--- config.mk ---
export PLATFORM = sky130hd
export DESIGN_NAME = jacobi_sweep_ctrl
export DESIGN_NICKNAME = d
export VERILOG_FILES = /design/src/rtl/jacobi_pkg.sv /design/src/rtl/offdiag_max_scan.sv /design/src/rtl/jacobi_sweep_ctrl.sv
export SDC_FILE = /design/constraint.sdc
export NUM_CORES = 2
export LEC_CHECK = 0
export ABC_CLOCK_PERIOD_IN_PS = 9050
export CAP_MARGIN = 40
export CORE_AREA = 2 2 700 702
export DETAILED_ROUTE_END_ITERATION = 10
export DIE_AREA = 0 0 702 704
export PLACE_DENSITY = 0.3
export SLEW_MARGIN = 20
export SYNTH_ARGS = -nofsm -noshare
export SYNTH_HDL_FRONTEND = slang
export SYNTH_SLANG_ARGS = --single-unit
--- constraint.sdc ---
create_clock -name clk -period 9.05 [get_ports clk]
set_input_delay 0.905 -clock clk [delete_from_list [all_inputs] [get_ports clk]]
set_output_delay 0.905 -clock clk [all_outputs]
set_load 0.02 [all_outputs]
--- src/rtl/jacobi_pkg.sv ---
// Shared types and helpers for the Jacobi sweep controller and its off-diagonal scanner.
package jacobi_pkg;

  localparam int WIDTH     = 16;
  localparam int FRAC_BITS = 13;
  localparam int N_STOCKS  = 4;
  localparam int IDX_W     = $clog2(N_STOCKS);
  localparam int PAIR_W    = $clog2(WIDTH);

  localparam logic [WIDTH-1:0] ONE = WIDTH'(1) << FRAC_BITS;

  typedef logic [WIDTH-1:0] elem_t;
  typedef elem_t [N_STOCKS-1:0][N_STOCKS-1:0] mat_t;

  typedef enum logic [2:0] {
    IDLE,
    LOAD,
    ISSUE,
    WAIT,
    CHECK,
    DONE
  } sweep_state_t;

  // Magnitude of a signed element; the most negative code saturates to max positive.
  function automatic elem_t abs_sat(input elem_t x);
    if (x == {1'b1, {(WIDTH-1){1'b0}}}) return {1'b0, {(WIDTH-1){1'b1}}};
    else if (x[WIDTH-1])                return -x;
    else                                return x;
  endfunction

  function automatic mat_t identity();
    mat_t m;
    m = '0;
    for (int k = 0; k < N_STOCKS; k++) m[k][k] = ONE;
    return m;
  endfunction

endpackage

--- src/rtl/offdiag_max_scan.sv ---
// Sequential max-|a| scanner: walks all N*N entries one per cycle, ignoring the diagonal.
module offdiag_max_scan
  import jacobi_pkg::*;
(
  input  logic  clk,
  input  logic  rst_n,
  input  logic  scan_start,
  input  mat_t  mat,
  output logic  scan_done,
  output elem_t max_abs
);

  localparam logic [IDX_W-1:0] LAST = IDX_W'(N_STOCKS - 1);

  logic             active;
  logic [IDX_W-1:0] row, col;
  elem_t            cur;

  assign cur = abs_sat(mat[row][col]);

  always_ff @(posedge clk or negedge rst_n) begin
    if (!rst_n) begin
      active    <= 1'b0;
      row       <= '0;
      col       <= '0;
      max_abs   <= '0;
      scan_done <= 1'b0;
    end else begin
      scan_done <= 1'b0;
      if (scan_start) begin
        active  <= 1'b1;
        row     <= '0;
        col     <= '0;
        max_abs <= '0;
      end else if (active) begin
        if (row != col && cur > max_abs) max_abs <= cur;
        if (col == LAST) begin
          col <= '0;
          if (row == LAST) begin
            active    <= 1'b0;
            scan_done <= 1'b1;
          end else begin
            row <= row + 1'b1;
          end
        end else begin
          col <= col + 1'b1;
        end
      end
    end
  end

endmodule

--- src/rtl/jacobi_sweep_ctrl.sv ---
// Cyclic Jacobi sweep controller driving an external rotation engine.
// Optional JACOBI_SKIP_SMALL_EN: pairs whose pivot is already within TOL are skipped without a request.
module jacobi_sweep_ctrl
  import jacobi_pkg::*;
#(
  parameter int MAX_SWEEPS = 8,
  parameter int TOL        = 16
) (
  input  logic                            clk,
  input  logic                            rst_n,
  input  logic                            start,
  input  mat_t                            a_in,
  output logic                            busy,
  output logic                            done,
  output logic                            converged,
  output logic [$clog2(MAX_SWEEPS+1)-1:0] sweeps,
  output mat_t                            a_out,
  output mat_t                            v_out,
  output logic                            rot_valid,
  output logic [PAIR_W-1:0]               rot_i,
  output logic [PAIR_W-1:0]               rot_j,
  output mat_t                            rot_diag,
  output mat_t                            rot_q,
  input  logic                            rot_done,
  input  mat_t                            rot_diag_res,
  input  mat_t                            rot_q_res
);

  localparam int               SW_W   = $clog2(MAX_SWEEPS + 1);
  localparam logic [IDX_W-1:0] LAST_J = IDX_W'(N_STOCKS - 1);
  localparam logic [IDX_W-1:0] LAST_I = IDX_W'(N_STOCKS - 2);
  localparam elem_t            TOL_E  = WIDTH'(TOL);

  sweep_state_t     state, state_d;
  mat_t             a_q, v_q;
  logic [IDX_W-1:0] pi, pj;
  logic             last_pair, skip;
  logic             accept, take_res, advance, set_first, end_sweep, finish, conv_d;
  logic             scan_done;
  elem_t            max_abs;

  assign last_pair = (pi == LAST_I) && (pj == LAST_J);

`ifdef JACOBI_SKIP_SMALL_EN
  assign skip = (abs_sat(a_q[pi][pj]) <= TOL_E);
`else
  assign skip = 1'b0;
`endif

  // NOTE: sequential state uses non-blocking assignments so every register samples pre-edge values.
  always_ff @(posedge clk or negedge rst_n) begin
    if (!rst_n) state <= IDLE;
    else        state <= state_d;
  end

  // NOTE: every signal driven here gets a default first, so no path can infer a latch.
  always_comb begin
    state_d   = state;
    accept    = 1'b0;
    take_res  = 1'b0;
    advance   = 1'b0;
    set_first = 1'b0;
    end_sweep = 1'b0;
    finish    = 1'b0;
    conv_d    = 1'b0;
    rot_valid = 1'b0;
    unique case (state)
      IDLE: if (start) begin
        accept  = 1'b1;
        state_d = LOAD;
      end
      LOAD: begin
        set_first = 1'b1;
        state_d   = ISSUE;
      end
      ISSUE: begin
        if (skip) begin
          if (last_pair) begin
            end_sweep = 1'b1;
            state_d   = CHECK;
          end else begin
            advance = 1'b1;
          end
        end else begin
          rot_valid = 1'b1;
          state_d   = WAIT;
        end
      end
      WAIT: if (rot_done) begin
        take_res = 1'b1;
        if (last_pair) begin
          end_sweep = 1'b1;
          state_d   = CHECK;
        end else begin
          advance = 1'b1;
          state_d = ISSUE;
        end
      end
      CHECK: if (scan_done) begin
        if (max_abs <= TOL_E) begin
          conv_d  = 1'b1;
          finish  = 1'b1;
          state_d = DONE;
        end else if (sweeps == SW_W'(MAX_SWEEPS)) begin
          finish  = 1'b1;
          state_d = DONE;
        end else begin
          set_first = 1'b1;
          state_d   = ISSUE;
        end
      end
      DONE:    state_d = IDLE;
      default: state_d = IDLE;
    endcase
  end

  // NOTE: the matrix registers are reset too, because they are visible on outputs with defined reset values.
  always_ff @(posedge clk or negedge rst_n) begin
    if (!rst_n) begin
      a_q       <= '0;
      v_q       <= '0;
      pi        <= '0;
      pj        <= '0;
      sweeps    <= '0;
      converged <= 1'b0;
      a_out     <= '0;
      v_out     <= '0;
    end else begin
      if (accept) begin
        a_q       <= a_in;
        v_q       <= identity();
        sweeps    <= '0;
        converged <= 1'b0;
      end
      if (take_res) begin
        a_q <= rot_diag_res;
        v_q <= rot_q_res;
      end
      if (set_first) begin
        pi <= '0;
        pj <= IDX_W'(1);
      end else if (advance) begin
        if (pj == LAST_J) begin
          pi <= pi + 1'b1;
          pj <= pi + IDX_W'(2);
        end else begin
          pj <= pj + 1'b1;
        end
      end
      if (end_sweep) sweeps <= sweeps + 1'b1;
      if (finish) begin
        a_out     <= a_q;
        v_out     <= v_q;
        converged <= conv_d;
      end
    end
  end

  offdiag_max_scan u_scan (
    .clk        (clk),
    .rst_n      (rst_n),
    .scan_start (end_sweep),
    .mat        (a_q),
    .scan_done  (scan_done),
    .max_abs    (max_abs)
  );

  assign busy     = (state != IDLE);
  assign done     = (state == DONE);
  assign rot_i    = PAIR_W'(pi);
  assign rot_j    = PAIR_W'(pj);
  assign rot_diag = a_q;
  assign rot_q    = v_q;

endmodule

==> reports/qor.csv <==
metric,value,unit
status,"complete, no violations",
max_cap_viol_count,0,
cp_data_arrival_time,7.49,ns
clock-sinks,1058,
critPathMaxFanout,20,
synth-edff-count,0,
drive_above_1_share,17.3,%
setup_slack,2.31,ns
netlist-cell-type-count,63,
grt_max_degree,133,
fin_crit_sh,74.5,%
critical_path_class,reg -> reg,
grt_pass1_vias,40700,
grt_pass1_wl,539000,um
finalWeightedCongestion,0.924,
place_hpwl,368000,um
wire_per_inst,36.5,um
drc,0,
clockBufferDepth,4,
initial_utilization,8.95,%
critPathMaxStageDelay,0.91,ns
slowest_stage,dfrtp_4,
power_density,337,nW/um^2
cts_tree,built,
start_kind,flip-flop,
dr.pass1.iters,5,
cp_top_family,compound AO/OA/AOI/OAI gates,
critPathBufInv,3,
worstMarginPinSlew,1.13,ns
cts_max_level,4,
clkTransAtPathRegs,0.06,ns
rsz0062_at_grt,false,
row_count,257,
crit_required,9.80,ns
dp_cells,11600,
yosys_warnings,0,
clock-root-buffer,clkbuf_16,
slew_headroom,24.9,%
ant_nets,0,
tns,0,ns
place_area,70100,sq um
grt-ovfl-total,0,
clock_latency,0.90,ns
crit_top_cell,nand2_1,
antenna_found_initial,285,
post-place-ws,2.25,ns
fin_area,75800,sq um
finalHoldViolCount,0,
synthToLayoutAreaGrowth,73.7,%
die_area,494000,sq um
max_clock_freq,148,MHz
hp-class,reg -> reg,
setup_viol,0,
fin_skew,0.0775,ns
netlist_area,43600,sq um
wirelength,438000,um
vias,39800,
p_leak,0.0309,uW
final_util,15.5,%
drtIter0Drc,2475,
die_w,702,um
coreArea,487000,sq um
cts_buffers,161,
vias_per_cell,3.32,
ys_seq_area_share,60.7,%
layout_min_cycle_time,6.74,ns
end_kind,flip-flop,
slew_viol_final,0,
ys.flop_type,dfrtp_1,
netlist_instances,3512,
fin_cells,12000,
track_usage,17.1,%
syn_avg_cell_area,12.4,sq um
fin_nets,6121,
io_pins,1812,
crit_chain,buf_4 -> mux4_2 -> a22oi_1 -> nand2_1 -> inv_1 -> ha_1 -> inv_1 -> a211oi_2 -> and3_1 -> nand2_1 -> nand2_1 -> ha_1 -> a21oi_1 -> o22ai_1 -> o21a_1 -> o31a_1 -> nor2_1 -> a211oi_1 -> mux2_2 -> a211oi_1,
die_y,704,um
vdd.ir_drop.worst,0.172,mV
num-fill-cells,54500,
async_flop_share,100,%
io_buffers,1807,
synth-seq-cells,1058,
## state kept, by name (all words and copies together), names as in the netlist
name,count
a_out,256
rot_diag,256
rot_q,256
v_out,256
u_scan.max_abs,16
sweeps,4
state,3
pi,2
pj,2
u_scan.col,2
u_scan.row,2
converged,1
u_scan.active,1
u_scan.scan_done,1
## worst reg2reg max path: cells and delay by family, from the launching register on
| family | cells | cell delay, ns |
|---|---|---|
| adders and majority gates | 2 | 0.43 |
| and+or+nand+nor | 5 | 1.63 |
| buffers and inverters | 3 | 0.58 |
| DFF | 1 | 0.91 |
| AOI/OAI and AO/OA | 8 | 2.23 |
| muxes | 2 | 0.88 |
## where the power goes
part	switching, uW	internal (uW)
sequential	2280	5850
combinational	6660	4120
clock	2760	3890
total	11700	13900
## layout make-up
| cell class | count | area [sq um] | share of cell area (%) |
|---|---|---|---|
| clock inverter | 47 | 608 | 0.802 |
| multi-input combinational | 2163 | 16000 | 21.1 |
| inverter | 29 | 109 | 0.144 |
| antenna | 76 | 190 | 0.251 |
| timing repair buffer | 1913 | 19500 | 25.8 |
| sequential | 1058 | 26500 | 34.9 |
| tap | 6475 | 8100 | 10.7 |
| clock buffer | 238 | 4730 | 6.24 |
## layout by cell type (no fill, tap or decap), types with 12 or more instances in the layout
cell	instances
clkinv_2	22
a22oi_1	21
diode_2	76
clkbuf_8	35
nand3_1	12
o21ai_0	17
buf_16	14
nand2_1	563
ha_1	23
a21oi_1	18
clkbuf_1	39
mux2_2	513
a22o_1	257
nor2_1	288
dfrtp_1	1056
inv_1	29
clkbuf_16	164
buf_12	22
clkdlybuf4s50_1	1805
a31oi_1	268
buf_8	14
mux4_2	56
buf_4	55
## stage by stage
step                      total power (uW)  hold slack (ns)
final                                25600            0.481
after global routing                 26800            0.505
after CTS                            26300            0.439
after detailed placement             19400            0.495
after global placement               19300            0.489
after floorplan                      11600            0.518
## layer usage
metal | global-route usage (%) | routed length, um
met5 | 0 | 664
met4 | 2.57 | 8270
met3 | 8.32 | 46400
met2 | 29.0 | 209000
met1 | 19.8 | 174000
## timing repair
action,4_1_cts,5_1_grt
endpoints found under the setup margin,0,0
gates resized for setup,0,0
buffers inserted,0,0
hold buffers,1,0
endpoints found under the hold margin,18,0
## synth_stat cells, types with 10 or more instances
cell / instances / share of area, %
a21oi_1: 19 / 0.22
a22o_1: 257 / 5.2
a22oi_1: 21 / 0.36
a31oi_1: 269 / 3.9
clkbuf_1: 238 / 2.0
dfrtp_1: 1058 / 61
ha_1: 23 / 0.66
inv_1: 29 / 0.25
mux2_2: 513 / 13
mux2i_1: 10 / 0.23
mux4_2: 56 / 2.9
nand2_1: 563 / 4.8
nand3_1: 13 / 0.15
nor2_1: 291 / 2.5
o21ai_0: 17 / 0.20
## final timing paths
path	from	to	slack (ns)	cells past startpoint
max	u_scan.row[0]$_DFFE_PN0P_	u_scan.max_abs[13]$_DFFE_PN0P_	2.31	20
min	rot_q[11]$_DFFE_PN0P_	v_out[11]$_DFFE_PN0P_	0.48	1
max reg2reg	u_scan.row[0]$_DFFE_PN0P_	u_scan.max_abs[13]$_DFFE_PN0P_	2.31	20
min reg2reg	rot_q[11]$_DFFE_PN0P_	v_out[11]$_DFFE_PN0P_	0.48	1
max in group asynchronous	rst_n	rot_diag[196]$_DFFE_PN0P_	6.41	5
min in group asynchronous	rst_n	v_out[157]$_DFFE_PN0P_	0.56	2
## kinds of logic after synthesis
group	Yosys count	synth area share, %
DFF	1058	60.7
buffers and inverters	294	2.78
xor gates and xnor gates	15	0.301
AOI/OAI and AO/OA	623	10.6
adders and majority gates	23	0.660
and+or+nand+nor	913	8.24
other	1	0.00860
muxes	585	16.7
(Power assumes the default switching activity.)
